$ cat src/rtl/calc_pkg.sv
// Shared number format and seven-segment helpers for the calculator display path.
// Pure types, constants and combinational functions; no latency, no flow control.
package calc_pkg;

  localparam int NumDigits = 8;
  localparam int DigitIdxW = $clog2(NumDigits);

  typedef logic [3:0] bcd_t;

  // exponent counts fractional digits; significand[0] is the rightmost digit
  typedef struct packed {
    logic                 error;
    logic                 sign;
    logic [DigitIdxW-1:0] exponent;
    bcd_t [NumDigits-1:0] significand;
  } num_t;

  localparam logic [6:0] SegOff    = 7'b0000000;
  localparam logic [6:0] SegLetterE = 7'b1001111;

  // Segments a..g on bits 6..0, active-high; non-decimal codes stay dark.
  function automatic logic [6:0] bcd2segments(input bcd_t digit);
    logic [6:0] seg;
    case (digit)
      4'd0:    seg = 7'b1111110;
      4'd1:    seg = 7'b0110000;
      4'd2:    seg = 7'b1101101;
      4'd3:    seg = 7'b1111001;
      4'd4:    seg = 7'b0110011;
      4'd5:    seg = 7'b1011011;
      4'd6:    seg = 7'b1011111;
      4'd7:    seg = 7'b1110000;
      4'd8:    seg = 7'b1111111;
      4'd9:    seg = 7'b1111011;
      default: seg = SegOff;
    endcase
    return seg;
  endfunction

  // A digit is a leading zero when it sits left of the decimal point and
  // nothing at or above it is non-zero.
  function automatic logic digit_blanked(input num_t num, input logic [DigitIdxW-1:0] idx);
    logic upper_zero;
    upper_zero = 1'b1;
    for (int j = 0; j < NumDigits; j++) begin
      if ((j >= int'(idx)) && (num.significand[j] != 4'd0)) begin
        upper_zero = 1'b0;
      end
    end
    return (idx > num.exponent) && upper_zero;
  endfunction

endpackage

$ cat src/rtl/display_digit_decode.sv
// Maps one digit position of a number to its segment pattern and decimal point.
// Combinational, zero latency; no flow control.
module display_digit_decode
  import calc_pkg::*;
(
  input  logic [DigitIdxW-1:0] digit_idx,
  input  num_t                 num,
  output logic [6:0]           segments,
  output logic                 dp
);

  always_comb begin
    segments = SegOff;
    dp       = 1'b0;
    if (num.error) begin
      // error shows a lone E on the rightmost digit
      if (digit_idx == '0) begin
        segments = SegLetterE;
      end
    end else begin
      if (!digit_blanked(num, digit_idx)) begin
        segments = bcd2segments(num.significand[digit_idx]);
      end
      dp = (digit_idx == num.exponent) && (num.exponent != '0);
    end
  end

endmodule

$ cat src/rtl/display_scan.sv
// Multiplexed seven-segment scanner: frame-synchronous value load, guard gap per digit.
// Outputs registered, one cycle behind scan state; num_valid_i is always accepted (last value wins).
module display_scan
  import calc_pkg::*;
#(
  parameter int DwellCycles = 1000,
  parameter int GuardCycles = 16
) (
  input  logic                 clk_i,
  input  logic                 rst_i,
  input  num_t                 num_i,
  input  logic                 num_valid_i,
  input  logic                 blank_i,
  output logic [6:0]           segments_o,
  output logic                 dp_o,
  output logic [NumDigits-1:0] digit_sel_o,
  output logic                 sign_o,
  output logic                 error_o
);

  localparam int CntW = (DwellCycles > 1) ? $clog2(DwellCycles) : 1;
  localparam logic [CntW-1:0]      DwellLast = CntW'(DwellCycles - 1);
  localparam logic [CntW-1:0]      GuardLast = CntW'((GuardCycles > 0) ? GuardCycles - 1 : 0);
  localparam logic [DigitIdxW-1:0] IdxLast   = DigitIdxW'(NumDigits - 1);

  typedef enum logic {
    GUARD = 1'b0,
    DRIVE = 1'b1
  } state_t;

  state_t               state_q, state_d;
  logic [CntW-1:0]      dwell_cnt_q, dwell_cnt_d;
  logic [DigitIdxW-1:0] digit_idx_q, digit_idx_d;
  logic                 dwell_end;
  logic                 frame_end;

  num_t                 display_q;
  num_t                 pending_q;
  logic                 pending_vld_q;

  logic [6:0]           dec_segments;
  logic                 dec_dp;
  logic                 drive_on;

  always_comb begin
    state_d     = state_q;
    dwell_cnt_d = dwell_cnt_q + 1'b1;
    digit_idx_d = digit_idx_q;
    dwell_end   = 1'b0;
    case (state_q)
      GUARD: begin
        // with no guard time the post-reset GUARD cycle is a pass-through
        if (GuardCycles == 0) begin
          state_d     = DRIVE;
          dwell_cnt_d = dwell_cnt_q;
        end else if (dwell_cnt_q == GuardLast) begin
          state_d = DRIVE;
        end
      end
      DRIVE: begin
        if (dwell_cnt_q == DwellLast) begin
          dwell_end   = 1'b1;
          dwell_cnt_d = '0;
          digit_idx_d = (digit_idx_q == IdxLast) ? '0 : digit_idx_q + 1'b1;
          state_d     = (GuardCycles == 0) ? DRIVE : GUARD;
        end
      end
      default: begin
        state_d = GUARD;
      end
    endcase
  end

  assign frame_end = dwell_end && (digit_idx_q == IdxLast);

  display_digit_decode u_decode (
    .digit_idx (digit_idx_q),
    .num       (display_q),
    .segments  (dec_segments),
    .dp        (dec_dp)
  );

  assign drive_on = (state_q == DRIVE) && !blank_i;

  always_ff @(posedge clk_i) begin
    if (rst_i) begin
      state_q       <= GUARD;
      dwell_cnt_q   <= '0;
      digit_idx_q   <= '0;
      display_q     <= '0;
      pending_q     <= '0;
      pending_vld_q <= 1'b0;
      segments_o    <= '0;
      dp_o          <= 1'b0;
      digit_sel_o   <= '0;
      sign_o        <= 1'b0;
      error_o       <= 1'b0;
    end else begin
      state_q     <= state_d;
      dwell_cnt_q <= dwell_cnt_d;
      digit_idx_q <= digit_idx_d;

      if (num_valid_i) begin
        pending_q <= num_i;
      end
      // a strobe on the boundary cycle bypasses the pending register
      if (frame_end) begin
        if (num_valid_i) begin
          display_q <= num_i;
        end else if (pending_vld_q) begin
          display_q <= pending_q;
        end
        pending_vld_q <= 1'b0;
      end else if (num_valid_i) begin
        pending_vld_q <= 1'b1;
      end

      digit_sel_o <= drive_on ? ({{(NumDigits-1){1'b0}}, 1'b1} << digit_idx_q) : '0;
      segments_o  <= drive_on ? dec_segments : SegOff;
      dp_o        <= drive_on && dec_dp;
      sign_o      <= display_q.sign && !display_q.error && !blank_i;
      error_o     <= display_q.error && !blank_i;
    end
  end

endmodule
$ cat config.mk
export PLATFORM = sky130hd
export DESIGN_NAME = display_scan
export DESIGN_NICKNAME = d
export VERILOG_FILES = /design/src/rtl/calc_pkg.sv /design/src/rtl/display_digit_decode.sv /design/src/rtl/display_scan.sv
export SDC_FILE = /design/constraint.sdc
export NUM_CORES = 1
export LEC_CHECK = 0
export CORE_ASPECT_RATIO = 1.75
export CORE_MARGIN = 5
export CORE_UTILIZATION = 56
export CTS_CLUSTER_SIZE = 40
export DETAILED_ROUTE_END_ITERATION = 8
export PLACE_DENSITY = 0.8
export SLEW_MARGIN = 25
export SYNTH_ARGS = -nofsm -noshare
export SYNTH_HDL_FRONTEND = slang
export SYNTH_HIERARCHICAL = 1
export SYNTH_SLANG_ARGS = --single-unit
export TNS_END_PERCENT = 10
$ cat constraint.sdc
create_clock -name clk_i -period 7.7 [get_ports clk_i]
set_input_delay 1.54 -clock clk_i [delete_from_list [all_inputs] [get_ports clk_i]]
set_output_delay 1.54 -clock clk_i [all_outputs]
set_load 0.02 [all_outputs]
==> impl_metrics.ini <==
[floorplanning]
die_y_um = 132
pin_count = 59
core_region_area_mm2 = 0.00831
rows = 44
die_w_um = 79.7
initial_core_util = 0.573
die_area_mm2 = 0.0105

[detailed_routing]
wire_per_inst_um = 15.6
detailroute.via_count = 3325
route.final.wire_length_mm = 9.48
detail-route-antenna-nets = 0
drt_initial_violations = 182
drc = 0
routed_via_density = 5.47
drtPass1Iterations = 4

[timing]
fin_crit_sh = 0.412
slew_violations = 0
max_slew.worst_pin.slew_ps = 955
setup_slack_ps = 4530
min_period_ps = 3170
final.setup.tns_ps = 0
final-hold-violation-count = 0
timing.hold.ws_ps = 449
worst_clock_skew_ps = 5.46
max-slew-margin-rel = 0.345
rsz0062_at_grt = false
max_clock_freq_ghz = 0.315
finalSetupViolations = 0

[setup_path]
timing.critical_path.arrival_ps = 3410
critical-path-top-cell-by-count = sky130_fd_sc_hd__buf_4
worstSetupStartpointType = input pin
worstSetupEndpointType = register
critical-path-slowest-cell = sky130_fd_sc_hd__buf_4
worstPathCellList = buf_2 -> buf_4 -> o211ai_1 -> nor4_4 -> buf_4 -> mux2_2
timing.critical_path.slowest_cell_delay_ps = 510
timing.setup.critical_path_class = in2reg
worst-path-max-fanout = 39
worst_ep_required_time_ps = 7930

[global_routing]
antenna_found_initial = 0
globalRoute.totalOverflow = 0
total_routing_resource_utilization_after_global_routing = 0.189
via_count_of_the_first_global_routing_pass = 3344
globalRouteMet2Util = 0.340
global_route.peak_usage_layer = met2
grt_max_degree = 84
global_route_wire_length_before_repair_mm = 15.6
met1_usage = 0.206
globalRouteMet3Util = 0.0410

[clocking]
cts-buffers-inserted = 9
clock_latency_ps = 350
worst_setup_hold_path_clk_slew_ps = 70
holdBufCountCts = 0
cts.repair.resized = 0
number_of_buffers_between_clock_root_and_the_deepest_sink = 2
tritoncts_clock_tree = built
ctsRootBufferMaster = sky130_fd_sc_hd__clkbuf_16
tritoncts_num_sinks = 107
htree_num_levels = 3
buffers_inserted_by_post_cts_timing_repair = 0

[synthesis]
post_synth_instance_area_mm2 = 0.00476
ys_warns = 6
postSynth.topFlopCell = sky130_fd_sc_hd__dfxtp_1
synth-seq-cells = 107
synth_sequential_area_ratio = 0.450
synth-async-reset-ratio = 0
synth.avg_cell_area_um2 = 10.9
synthesis.nets = 492
synth_top_area_share = 0.450
synth-edff-count = 0
syn-instance-count = 437
synth.top_cells.by_area = sky130_fd_sc_hd__dfxtp_1, sky130_fd_sc_hd__mux2i_1, sky130_fd_sc_hd__mux2_2
synth_cell_types = 54
netlist.top_cell.by_area = sky130_fd_sc_hd__dfxtp_1

[pwr]
leakagePower_nw = 2.33
power_density_mw_per_mm2 = 193
total_power_mw = 1.09
max-vdd-ir-drop_uv = 153

[finish]
post_route_cells_drive_above_1_share = 0.160
layout.cells.most_common = sky130_fd_sc_hd__dfxtp_1
syn2layout_area_growth_pct = 18.9
top_library_cells_by_usage_in_the_layout_fill_and_taps_aside = sky130_fd_sc_hd__dfxtp_1, sky130_fd_sc_hd__clkdlybuf4s50_1, sky130_fd_sc_hd__nor2_1
fin_nets = 543
antenna-diode-count = 0
final_area_mm2 = 0.00566
instances_no_fill = 608
fin_util = 0.681

[flow_run]
max-cap-violations = 0

[place]
cell_total_after_placement = 592
place.gp.congestion = 0.861
postPlaceCellArea_mm2 = 0.00536
post-dp-hpwl_mm = 6.83
detailedPlace.worstSlack_ps = 4160
buffer_ports.inserted = 58

[status]
status = completed

[min_path]
min_path_type = reg2reg
[critical path: cells and delay by family]
kind / cells / cell delay, ps
compound gates: 1 / 240
mux: 1 / 390
simple gates: 1 / 170
buf+inv: 3 / 1030
[flip-flops by register name, summed over array words and instances, names as in the netlist, 3 cells and up]
register,flops
segments_o,7
pending_q,37
display_q,37
digit_idx_q,3
digit_sel_o,8
dwell_cnt_q,10
[cell usage after synthesis, types with 3 or more instances]
cell	count
sky130_fd_sc_hd__nor2_1	49
sky130_fd_sc_hd__o211ai_1	3
sky130_fd_sc_hd__and3_1	5
sky130_fd_sc_hd__mux2_2	37
sky130_fd_sc_hd__nor3b_1	5
sky130_fd_sc_hd__clkbuf_1	8
sky130_fd_sc_hd__dfxtp_1	107
sky130_fd_sc_hd__or4_1	3
sky130_fd_sc_hd__nand2_1	13
sky130_fd_sc_hd__a21oi_1	7
sky130_fd_sc_hd__mux2_1	4
sky130_fd_sc_hd__nor2b_1	38
sky130_fd_sc_hd__mux4_1	5
sky130_fd_sc_hd__mux4_2	3
sky130_fd_sc_hd__a21o_1	3
sky130_fd_sc_hd__ha_1	14
sky130_fd_sc_hd__nor3_1	4
sky130_fd_sc_hd__nor4_1	8
sky130_fd_sc_hd__and3_2	8
sky130_fd_sc_hd__buf_2	4
sky130_fd_sc_hd__buf_6	5
sky130_fd_sc_hd__mux2i_1	42
sky130_fd_sc_hd__inv_1	14
sky130_fd_sc_hd__nand3_1	5
sky130_fd_sc_hd__o21ai_0	4
[area by class of cell]
class / instances / area [um2]
inverters: 14 / 52.6
well taps: 115 / 144
clock buffers: 11 / 243
fillers: 658 / 2650
flip-flops and latches: 107 / 2140
repair buffers: 61 / 593
multi-input cells: 295 / 2420
clock inverters: 5 / 61.3
[where the power goes]
group          internal [mW]  total, mW  switching [mW]
Combinational         0.0318     0.0598          0.0280
Clock                  0.262      0.459           0.197
Sequential             0.567      0.572         0.00525
[metal layers]
metal	share of wire	vias up
met2	0.55	67
met4	0.026	0
met5	0	-
li1	-	1649
met3	0.034	16
met1	0.39	1593
[kinds of logic after synthesis]
kind of cell    after synthesis  synth area share
flops                       107             0.450
simple gates                149             0.175
buf+inv                      35            0.0407
fa+ha+maj                    14            0.0368
mux                          93             0.237
compound gates               35            0.0534
xor+xnor                      4           0.00736
[path summary, 6_finish.rpt]
kind / start / endpoint / slack (ps) / depth (start not counted)
setup / recovery: num_valid_i / display_q[33] / 4530 / 6
hold / removal: dwell_cnt_q[0] / dwell_cnt_q[0] / 450 / 1
setup reg to reg: digit_idx_q[0] / segments_o[1] / 4550 / 6
hold reg to reg: dwell_cnt_q[0] / dwell_cnt_q[0] / 450 / 1
Note: power is estimated with default switching activity, not from simulation.
==> RTL change 1: new RTL, same flow settings <==
Set the package constant `NumDigits` to 16 (it was 8).
--- a/src/rtl/calc_pkg.sv
+++ b/src/rtl/calc_pkg.sv
@@ -4,3 +4,3 @@
 
-  localparam int NumDigits = 8;
+  localparam int NumDigits = 16;
   localparam int DigitIdxW = $clog2(NumDigits);
Interface: changed (resized digit_sel_o and num_i); port bits go from 59 to 100. No check against the original RTL was run, so the function may have changed too.
==> RTL change 1 against the unedited design <==
- wire length up 87%
- first-iteration DRC count up 72%
- setup slack worse by 0.21 ns
- core utilization up 0.51 points
- sequential cell count up 75
- power up 80%
- critical path depth up 1
- area after synthesis up 62%
- final area up 63%
- final cell count up 77%
- highest routed layer unchanged
==> RTL change 1: results <==
metrics = {
    "min_path": {
        "min-delay-start": "display_q[41]$_SDFFE_PP0P_",
    },
    "detailed_routing": {
        "viasPerCell": 5.67,
        "drtIter0Drc": 313,
        "routed_wl_um": 17700,
        "dr.pass1.iters": 5,
    },
    "sta": {
        "finClkSkew_ns": 0.00797,
        "tightest_slew_ns": 0.858,
    },
    "logic_synthesis": {
        "synthMuxAreaShare": 0.147,
        "ys_types": 60,
        "synth_xor_area_frac": 0.00567,
        "synth-compound-area-share": 0.0442,
        "yosys-top-cells-count": "182 x dfxtp_1, 148 x nand3_1, 95 x nor2_1",
        "synth-seq-area-share": 0.471,
        "synthAdderAreaFrac": 0.0298,
    },
    "cts": {
        "postCtsSetupBuffers": 0,
        "htree_levels": 4,
        "clkLatencyLatePin_ns": 0.41,
        "numCtsBuffers": 17,
        "clockRootBuffer": "clkbuf_16",
    },
    "status": {
        "outcome": "finished, final reports clean",
    },
    "global_route": {
        "grt.total_usage": 0.220,
        "grt_pass1_wl_um": 28900,
    },
    "critical_path": {
        "cp_max_fo": 71,
        "max_stage_delay_ns": 0.56,
        "r2r-start": "digit_idx_q[3]$_SDFFE_PP0N_",
        "arrival_ns": 3.69,
    },
    "finish": {
        "nNetsFinal": 982,
        "reg.largest.list": "display_q x70, pending_q x70, digit_sel_o x16",
        "n_fill_cell": 1078,
        "drive_gt1_frac": 0.0741,
    },
    "pwr": {
        "irDropWorstVdd_v": 0.000154,
        "cellLeakagePower_uw": 0.00403,
    },
    "placement": {
        "place_congestion": 0.980,
        "place_ws_ns": 3.97,
        "place_area_um2": 8630,
        "hpwl_um": 12200,
        "portBuffers": 99,
    },
}
[RTL change 1: cell type report]
cell class | count | area [µm²] | share of cell area
inverters | 17 | 63.8 | 0.00691
clock buffers | 20 | 457 | 0.0495
well taps | 174 | 218 | 0.0236
multi-input cells | 568 | 3660 | 0.397
clock inverters | 11 | 145 | 0.0157
repair buffers | 106 | 1040 | 0.112
flip-flops and latches | 182 | 3640 | 0.395
[RTL change 1: path summary, 6_finish.rpt]
path,slack (ns),endpoint,cells after the start
worst max-delay path,4.31,display_q[21]$_SDFFE_PP0P_,7
worst min-delay path,0.46,display_q[41]$_SDFFE_PP0P_,2
worst max register to register,4.71,segments_o[3]$_SDFF_PP0_,8
worst min register to register,0.46,display_q[41]$_SDFFE_PP0P_,2
[RTL change 1: metal layers]
layer	GRT usage	share of wire
met1	0.232	0.37
met2	0.413	0.55
met3	0.0425	0.046
met4	0.103	0.029
met5	0	0
[RTL change 1: worst min-delay path, cell delays in order, from the launching register on]
cell     delay, ns
dfxtp_1       0.32
nand3_1       0.06
nand2_1       0.04
[RTL change 1: through the flow]
stage	hold WS, ns	instances
after floorplan	0.425	828
after global placement	0.447	1047
after detailed placement	0.453	1047
after CTS	0.462	1078
after global routing	0.483	1078
final	0.461	1078
[RTL change 1: logic make-up after synthesis]
family	Yosys count
xor+xnor	5
mux	95
simple gates	403
flops	182
buf+inv	78
fa+ha+maj	19
compound gates	46
[RTL change 1: where the power goes]
group | internal [µW] | switching [µW] | total (µW)
sequential | 965 | 8.22 | 974
clock | 529 | 359 | 888
combinational | 57.3 | 49.6 | 107
==> RTL change 2: new RTL, same flow settings <==
Made on the original files. Make the reset (`rst_i`) asynchronous in one clocked block.
--- a/src/rtl/display_scan.sv
+++ b/src/rtl/display_scan.sv
@@ -84,3 +84,3 @@
 
-  always_ff @(posedge clk_i) begin
+  always_ff @(posedge clk_i or posedge rst_i) begin
     if (rst_i) begin
Behaviour: no difference found for any inputs over 10 cycles, from zero or initial values and one cycle with rst_i high; that may be too few to reach the edited logic, so the function may still have changed.
==> RTL change 2 against the unedited design <==
- power up 3.8%
- sequential cell count unchanged
- worst hold slack improved by 0.034 ns
- final area is 5.3% higher
- area after synthesis up 4.7%
- critical path type unchanged
- largest cell class is now flip-flops and latches
- wire length shrank 1.4%
- setup slack worse by 0.40 ns
- sequential power rose by 3%
- via count decreased by 9.3%
==> RTL change 2: results <==
metrics = {
    "critical_path": {
        "max_stage_delay_ns": 0.66,
        "crit_end": "display_q[34]$_DFFE_PP0P_",
        "cp_max_fo": 39,
        "crit_slowest_cell": "buf_2",
        "r2r_cells": 9,
        "rrSetupSlack_ns": 4.77,
        "r2r-start": "digit_idx_q[1]$_DFFE_PP0N_",
        "worstReg2RegEnd": "segments_o[3]$_DFF_PP0_",
        "arrival_ns": 3.81,
    },
    "global_route": {
        "grt.total_usage": 0.190,
        "antenna_found_initial": 0,
        "grt_pass1_wl_um": 15700,
        "grt_max_degree": 79,
        "use_met1": 0.218,
        "use_met2": 0.325,
        "grt_use_met3": 0.0421,
        "grt_pass1_vias": 3208,
    },
    "logic_synthesis": {
        "yosys-top-cells-count": "107 x dfrtp_1, 47 x mux2_2, 31 x mux2_4",
        "synth-seq-area-share": 0.537,
        "syn_nets": 411,
        "synth_area_leaders": "dfrtp_1 54%, mux2_2 11%, mux2_4 9.3%",
        "postSynth.asyncResetShare": 1.00,
        "yosys_warnings": 6,
        "ys_types": 51,
    },
    "finish": {
        "drive_gt1_frac": 0.270,
        "n_fill_cell": 622,
        "nNetsFinal": 470,
    },
    "detailed_routing": {
        "viasPerCell": 5.63,
        "drtIter0Drc": 151,
        "dr.pass1.iters": 4,
        "routed_wl_um": 9340,
    },
    "placement": {
        "hpwl_um": 6750,
        "place_congestion": 0.814,
        "place_area_um2": 5640,
    },
    "status": {
        "outcome": "finished, final reports clean",
    },
    "cts": {
        "post_cts_resized": 0,
        "clockRootBuffer": "clkbuf_16",
        "clk_path_buf_depth": 2,
        "clkLatencyLatePin_ns": 0.35,
    },
    "sta": {
        "relSlewSlack": 0.416,
        "whs_ns": 0.483,
        "finClkSkew_ns": 0.00598,
    },
    "pwr": {
        "irDropWorstVdd_v": 0.000196,
        "cellLeakagePower_uw": 0.00264,
    },
}
-- RTL change 2: cell types whose count changed after synthesis, moves of 7 or more --
cell | unedited run | this run
dfxtp_1 | 107 | 0
mux2_2 | 37 | 47
mux2_4 | 0 | 31
nor2_1 | 49 | 12
dfrtp_1 | 0 | 107
mux2i_1 | 42 | 3
and2_1 | 1 | 10
and3_2 | 8 | 0
nor2b_1 | 38 | 4
nand2_1 | 13 | 6
-- RTL change 2: final cells by class --
class	instances	area, µm²	share of cell area
Multi-Input combinational cell	220	2160	0.363
Clock inverter	5	60.1	0.0101
Tap cell	117	146	0.0246
Timing Repair Buffer	60	594	0.0997
Clock buffer	11	253	0.0424
Inverter	16	62.6	0.0105
Sequential cell	107	2680	0.449
-- RTL change 2: worst min-delay path by stage --
stage / end / startpoint / cells after the start
after floorplan: dwell_cnt_q[0]$_DFF_PP0_ / dwell_cnt_q[0]$_DFF_PP0_ / 1
after CTS: dwell_cnt_q[0]$_DFF_PP0_ / dwell_cnt_q[0]$_DFF_PP0_ / 1
after global routing: pending_q[11]$_DFFE_PP0P_ / pending_q[11]$_DFFE_PP0P_ / 1
after global placement: dwell_cnt_q[0]$_DFF_PP0_ / dwell_cnt_q[0]$_DFF_PP0_ / 1
after detailed placement: dwell_cnt_q[0]$_DFF_PP0_ / dwell_cnt_q[0]$_DFF_PP0_ / 1
final: dwell_cnt_q[0]$_DFF_PP0_ / dwell_cnt_q[0]$_DFF_PP0_ / 1
-- RTL change 2: where the power goes --
group	switching, µW	total [µW]	internal [µW]
clock network	200	471	271
registers	5.04	588	583
logic	33.5	74.0	40.5
total	238	1130	894
-- RTL change 2: layer usage --
metal	vias up	wire length, µm
met4	0	318
met1	1514	3500
li1	1404	-
met3	24	360
met5	-	0
met2	75	5160
-- RTL change 2: critical path: cells and delay by family --
kind | cells | cell delay [ns]
multiplexers | 1 | 0.41
buffers and inverters | 2 | 1.21
AO/OA/AOI/OAI | 1 | 0.32
AND/OR/NAND/NOR | 1 | 0.30
-- RTL change 2: cell families (layout without fill, tap and decap cells) --
family | after synthesis | after routing | share of synthesized area
multiplexers | 90 | 90 | 0.247
XOR/XNOR | 4 | 4 | 0.00703
flip-flops | 107 | 107 | 0.537
buffers and inverters | 28 | 92 | 0.0289
AO/OA/AOI/OAI | 35 | 35 | 0.0469
AND/OR/NAND/NOR | 76 | 76 | 0.0951
adder cells (fa/ha/maj) | 15 | 15 | 0.0376
-- RTL change 2: metrics by stage --
stage	setup WS [ns]	cells
6_report	4.12	536
3_3_place_gp	3.86	520
3_5_place_dp	3.73	520
2_1_floorplan	3.34	355
4_1_cts	4.08	536
5_1_grt	3.99	536
